==> src/rtl/rr_mux4x1.sv <==
// Four-channel round-robin mux onto one registered valid/ready output stream.
// Latency: one cycle from input handshake to out_valid; one word per cycle sustained.
// Backpressure: out_ready low with a word held stalls the output, and in_ready is all zero.
module rr_mux4x1 #(
  parameter int WIDTH = 8
) (
  input  logic                 clk,
  input  logic                 rst,
  input  logic [3:0]           in_valid,
  input  logic [4*WIDTH-1:0]   in_data,
  output logic [3:0]           in_ready,
  output logic                 out_valid,
  output logic [WIDTH-1:0]     out_data,
  output logic [1:0]           out_sel,
  input  logic                 out_ready
);

  typedef enum logic {
    EMPTY = 1'b0,
    FULL  = 1'b1
  } state_t;

  state_t     state;
  logic [1:0] last_grant;
  logic       ld;
  logic       grant_vld;
  logic [1:0] grant_idx;
  logic [1:0] cand;

  assign out_valid = (state == FULL);

  // An empty register always loads; a full one loads only as it drains.
  assign ld = (state == EMPTY) || out_ready;

  // Walk from the farthest offset to the nearest so the channel right after
  // last_grant wins; offset 4 wraps onto last_grant itself.
  always_comb begin
    grant_vld = 1'b0;
    grant_idx = 2'd0;
    cand      = 2'd0;
    for (int off = 4; off >= 1; off--) begin
      cand = last_grant + off[1:0];
      if (in_valid[cand]) begin
        grant_vld = 1'b1;
        grant_idx = cand;
      end
    end
  end

  assign in_ready = (grant_vld && ld) ? (4'b0001 << grant_idx) : 4'b0000;

  always_ff @(posedge clk) begin
    if (rst) begin
      state      <= EMPTY;
      out_data   <= '0;
      out_sel    <= 2'b00;
      last_grant <= 2'b11;
    end else if (ld) begin
      if (grant_vld) begin
        state      <= FULL;
        out_data   <= in_data[grant_idx*WIDTH +: WIDTH];
        out_sel    <= grant_idx;
        last_grant <= grant_idx;
      end else begin
        state <= EMPTY;
      end
    end
  end

endmodule

==> config.mk <==
export PLATFORM = sky130hd
export DESIGN_NAME = rr_mux4x1
export DESIGN_NICKNAME = d
export VERILOG_FILES = /design/src/rtl/rr_mux4x1.sv
export SDC_FILE = /design/constraint.sdc
export NUM_CORES = 1
export LEC_CHECK = 0
export CAP_MARGIN = 30
export CORE_MARGIN = 5
export CORE_UTILIZATION = 30
export CTS_BUF_LIST = sky130_fd_sc_hd__clkbuf_4
export CTS_CLUSTER_SIZE = 16
export DETAILED_ROUTE_END_ITERATION = 10
export PLACE_DENSITY = 0.68
export REMOVE_ABC_BUFFERS = 1
export SLEW_MARGIN = 20
export SYNTH_ARGS = -nofsm -noshare
export SYNTH_HDL_FRONTEND = slang
export SYNTH_SLANG_ARGS = --single-unit
==> constraint.sdc <==
create_clock -name clk -period 5.7 [get_ports clk]
set_clock_uncertainty 0.1 [all_clocks]
set_input_delay 0.57 -clock clk [delete_from_list [all_inputs] [get_ports clk]]
set_output_delay 0.57 -clock clk [all_outputs]
set_load 0.005 [all_outputs]
==> Flow_metrics.wiki <==
{| class="wikitable"
! Metric !! Value
|-
| Final setup margin || 2111 ps
|-
| Maximum number of pins on one net before global-route repair || 20
|-
| Largest driver fanout on the critical path || 12
|-
| Pwr/cell area || 208.7 mW/mm^2
|-
| Count of final hold-check violations || 0
|-
| Vias in the first global route || 898
|-
| Unique cell type count in the Yosys netlist || 27
|-
| Die Y || 63.37 um
|-
| Total negative slack || 0 ps
|-
| Total Die Area || 0.004016 mm^2
|-
| Critical path class || in -> out
|-
| Vias post-DR || 891
|-
| Maximum frequency from static timing analysis || 278.6 MHz
|-
| Area taken by flip-flops and latches || 260.3 um^2
|-
| DRC violation count after routing || 0
|-
| Count of buffers from port buffering || 53
|-
| Worst reg2reg path startpoint || last_grant[1]$_SDFFE_PP1P_
|-
| Setup slack, reg-to-reg || 3400 ps
|-
| Post-CTS Hold Fix Bufs || 0
|-
| First DRT Iteration DRCs || 56
|-
| HPWL after detailed placement || 2007 um
|-
| Measured slew at the worst slew-check pin || 575.6 ps
|-
| Placement-stage worst setup slack || 2015 ps
|-
| Standard cell area after detailed placement || 0.001374 mm^2
|-
| Met3 layer usage reported by global route || 5.151%
|-
| Post-DRT Antenna Nets || 0
|-
| Drt via density || 5.180
|-
| Congestion Overflow GR || 0
|-
| Global-route wire length before repair || 4250 um
|-
| Proportion of register bits with asynchronous set or reset after synthesis || 0%
|-
| Initial cell density of the core || 31.26%
|-
| Inserted Clock Buffers || 3
|-
| Multi-input gate area in the final layout || 540.5 um^2
|-
| Average detailed-routed wire length per instance || 15.17 um
|-
| Share of layout cells above drive strength 1 || 17.73%
|-
| Max-cap violations || 0
|-
| Share of the synthesized area in the top cell type || 30.45%
|-
| Area of the mapped netlist || 854.6 um^2
|-
| M2 GR Usage || 23.10%
|-
| Number of fillers in the final layout || 261
|-
| Overall die width || 63.37 um
|-
| Number of enable-type register cells in the synthesized netlist || 0
|-
| P&R area growth vs syn || 67.20%
|-
| RD Place Congestion || 0.8218
|-
| Yosys warning count || 0
|-
| Final min period || 3589 ps
|-
| Final Max Tran Viols || 0
|-
| R2R cell count || 6
|-
| Data required time at the worst endpoint || 5030 ps
|-
| Detailed-router iteration count before antenna repair || 4
|-
| Global Route Usage Sum || 13.01%
|-
| Leading area contributor after synthesis || dfxtp_1
|-
| Met1 track demand over resource in global routing || 14.42%
|-
| Number of diodes added for antenna fixing || 0
|-
| Final instance area || 0.001429 mm^2
|-
| Static leakage || 0.0005708 uW
|-
| CTS H-tree lvls || 1
|-
| Tcrit/Tclk final || 62.97%
|-
| Setup crit start || in_valid[1]
|-
| Top cells by count, synth || dfxtp_1, mux2_2, nand2_1
|-
| Standard cell core area || 0.002734 mm^2
|-
| Critical path capture point type || output pin
|-
| Path class of the lowest-slack min-delay path || reg -> reg
|-
| Boundary Pins || 54
|-
| Primary flip-flop cell chosen by synthesis mapping || dfxtp_1
|-
| Total of endpoints with negative setup slack in the final report || 0
|-
| Flip-flop and latch count after synthesis || 13
|-
| Clock buffer depth || 2
|-
| TritonCTS clock tree || done
|-
| RSZ-0062 raised after global routing || false
|-
| Clock insertion delay at the later pin of the skew report || 280 ps
|-
| Post-cts repair resize count || 0
|-
| Last element of the critical path || in_ready[3]
|-
| Crit start category || input pin
|-
| Root buffer cell || clkbuf_4
|-
| Overall power consumption || 298.1 uW
|-
| Number of nets at the end of the flow || 181
|-
| Register area share after synthesis || 30.45%
|-
| Most frequent cell after synthesis || dfxtp_1
|-
| Data arrival time of the worst path || 2920 ps
|-
| Largest cells by area after synthesis || dfxtp_1, mux2_4, mux2_2
|-
| Max rail drop VDD || 168.8 uV
|-
| Rel. slew slack || 61.51%
|-
| Status || finished, final reports clean
|-
| Clock-pin slew of the registers on the worst-case setup and hold paths || 80 ps
|-
| Capturing point of the worst reg2reg path || out_data[1]$_SDFFE_PP0P_
|-
| Sinks on the clock net || 13
|-
| Number of buffers inserted to repair setup after CTS || 0
|-
| Overall routed net length || 2609 um
|-
| Most utilized layer in the global route result || met2
|-
| Post-synthesis area per instance || 9.823 um^2
|-
| Number of antenna violations at the first check in global routing || 0
|-
| Post-synthesis instance total || 87
|-
| Placement row count || 19
|}
[how the worst min path moves through the flow]
stage | endpoint | slack, ps | from | depth (start not counted)
after floorplan | out_sel[1]$_SDFFE_PP0P_ | 350 | out_sel[1]$_SDFFE_PP0P_ | 2
final | out_sel[1]$_SDFFE_PP0P_ | 360 | out_sel[1]$_SDFFE_PP0P_ | 2
after global routing | out_sel[1]$_SDFFE_PP0P_ | 400 | out_sel[1]$_SDFFE_PP0P_ | 2
after global placement | out_sel[1]$_SDFFE_PP0P_ | 350 | out_sel[1]$_SDFFE_PP0P_ | 2
after CTS | out_sel[1]$_SDFFE_PP0P_ | 360 | out_sel[1]$_SDFFE_PP0P_ | 2
after detailed placement | out_sel[1]$_SDFFE_PP0P_ | 350 | out_sel[1]$_SDFFE_PP0P_ | 2
[metrics by stage]
stage	hold slack (ps)	instances	util [%]
after floorplan	346.7	81	-
after global placement	350.6	165	50.25
after detailed placement	350.6	165	50.25
after CTS	362.6	169	51.26
after global routing	401.0	172	52.27
final	360.6	172	52.27
[final cells by class]
cell class / count / area share, %
clock buffer: 3 / 1.576
clock inverter: 1 / 0.3503
inverter: 1 / 0.2627
multi-input combinational: 67 / 37.83
sequential: 13 / 18.21
tap: 31 / 2.715
timing repair buffer: 56 / 39.05
[flip-flops by register name (all words and copies together), names as in the netlist]
name,count
out_valid,1
out_data,8
last_grant,2
out_sel,2
[cells in the final DEF, fill, tap and decap left out, types with 3 or more instances in the layout]
cell type	instances
nand2_1	9
nor3b_1	8
dfxtp_1	13
mux2_2	9
mux2_4	7
a21oi_1	3
a221o_1	8
nor2_1	6
clkdlybuf4s50_1	53
clkbuf_4	4
[cell families after synthesis]
kind of cell           Yosys count  synth area share [%]
buffers and inverters            7                 6.296
multiplexers                    17                 25.33
AND/OR/NAND/NOR                 33                 21.52
AO/OA/AOI/OAI                   17                 16.40
flip-flops                      13                 30.45
[layer usage]
layer,wire length (um),share of wire [%]
met5,0,0
met4,25,0.96
met3,224,8.6
met2,1346,52
met1,1012,39
[critical path, stage by stage]
cell	delay (ps)
clkdlybuf4s50_1	490
nor2_2	210
o21ai_1	100
a311o_1	490
buf_8	230
nand2b_1	190
nor2b_1	130
clkdlybuf4s50_1	510
[power breakdown]
group | internal [uW] | total (uW) | switching (uW)
registers | 103 | 110 | 7.47
logic | 85.3 | 129 | 43.6
clock network | 26.1 | 59.0 | 33.0
total | 214 | 298 | 84.1
Power figures use the tool's default switching activity.
==> RTL edit, RTL diff (same settings) <==
The parameter `WIDTH` goes from 8 to 6.
--- a/src/rtl/rr_mux4x1.sv
+++ b/src/rtl/rr_mux4x1.sv
@@ -3,5 +3,5 @@
 // Backpressure: out_ready low with a word held stalls the output, and in_ready is all zero.
 module rr_mux4x1 #(
-  parameter int WIDTH = 8
+  parameter int WIDTH = 6
 ) (
   input  logic                 clk,
Interface: changed (resized in_data and out_data); port bits go from 54 to 44. The function was not compared with the original's and may differ.
==> RTL edit against the original RTL <==
Worst setup slack got worse by 11 ps. Critical path type unchanged. Final area decreased by 20%. Sequential power decreased by 15%. Sequential share of layout area increased by 0.98 points. Total power decreased by 18%. Combinational power decreased by 28%. Synthesized area decreased by 20%. Sequential cell count decreased by 2. First-iteration DRC count decreased by 77%. Fmax decreased by 0.31%. Wire length decreased by 26%. Cell count decreased by 16%. Highest routed layer unchanged.
==> RTL edit: results (changes against the original RTL) <==
metric;value;unit;change
outcome;finished, final reports clean;;
multiplexer share of the synthesized area;19.1;%;-6.2 points
Worst Setup EP;in_ready[3];;
CTS buffer count;3;;unchanged
met2 Track Usage GR;19.4;%;-3.7 points
R2R setup slack;3680;ps;+280 ps
layout cells sized above 1;5.98;%;-12 points
Met3 Routed Length;173;um;-23%
dpl ws;2100;ps;+87.6 ps
vias per cell;4.87;;-6.0%
WL/cell;13.4;um;-12%
clock-cell share of area;2.62;%;+0.69 points
Max rail drop VDD;148;uV;-12%
# diodes;0;;unchanged
Multi-In Gates;57;;-15%
Critical-path top delay cell;a311o_1;;
compound-cell area share of the yosys netlist;19.1;%;+2.7 points
Reg-to-Reg End;out_data[4]$_SDFFE_PP0P_;;
leak pwr;0.478;nW;-16%
met3 global-route usage;4.23;%;-0.92 points
sequential power share;38.1;%;+1.2 points
clock buffers;4;;+1
R2R cell count;5;;-1
Iter 0 DRT Violations;13;;-77%
nets;149;;-18%
vias in the first global route;730;;-19%
global-route wire length before repair;3.14;mm;-26%
Worst Path Max Fanout;15;;+3
Synth area leaders;dfxtp_1 (32%), mux2i_1 (19%), o221ai_1 (7.7%);;
CTS Buffer Depth;2;;unchanged
sequential area share after synthesis;32.4;%;+1.9 points
Synth async-reset ratio;0;%;unchanged
Die W;57.6;um;-9.1%
M1 GR Usage;13.7;%;-0.71 points
Worst Slack Setup Final;2100;ps;-11.2 ps
total track usage;12.0;%;-0.98 points
IO buf count;43;;-19%
Seq. cell area;220;sq um;-15%
Sw Share;27.4;%;-0.79 points
Seq cells post-synth;11;;-2
RePlAce Congestion;0.790;;-3.9%
Post-synth top cells;mux2i_1 (13), dfxtp_1 (11), nand2_1 (6), nand3b_1 (6), o221ai_1 (6);;
area of the multi-input gates;420;sq um;-22%
WP data arrival;2930;ps;about the same
Met2 Routed Length;968;um;-28%
highest routed layer;met4;;
Slew HR;44.6;%;-17 points
post-synthesis xor/xnor area fraction;0;%;unchanged
Detailed Place HPWL;1.52;mm;-24%
hold path endpoint;out_sel[1]$_SDFFE_PP0P_;;
Filler Cells Inserted;209;;-20%
placed inst area;1120;sq um;-19%
Plain + repair buffers;44;;-21%
largest net degree at the start of global routing;16;;-20%
crit-path max cell delay;610;ps;+100 ps
Logic pwr share;38.2;%;-5.1 points
biggest regs;out_data (6), last_grant (2), out_sel (2);;
Metal-1 WL;786;um;-22%
buffer share of cell area;38.2;%;-0.89 points
RTL edit: cell count changes in the layout (fill, tap and decap cells not counted), moves of 3 or more:
| cell | unedited run | this run |
|---|---|---|
| a221o_1 | 8 | 0 |
| o221ai_1 | 1 | 6 |
| mux2i_1 | 1 | 13 |
| nand3b_1 | 1 | 6 |
| clkdlybuf4s50_1 | 53 | 43 |
| mux2_2 | 9 | 0 |
| mux2_4 | 7 | 0 |
| nand2_1 | 9 | 6 |
| nor3b_1 | 8 | 1 |
RTL edit: stage by stage:
step | hold slack [ps] | instances | power [mW] | util, %
4_1_cts | 359 | 145 | 0.250 | 52.4
5_1_grt | 386 | 145 | 0.262 | 52.4
3_3_place_gp | 346 | 141 | 0.188 | 51.0
3_5_place_dp | 348 | 141 | 0.189 | 51.0
6_report | 355 | 145 | 0.245 | 52.4
2_1_floorplan | 347 | 69 | 0.135 | -
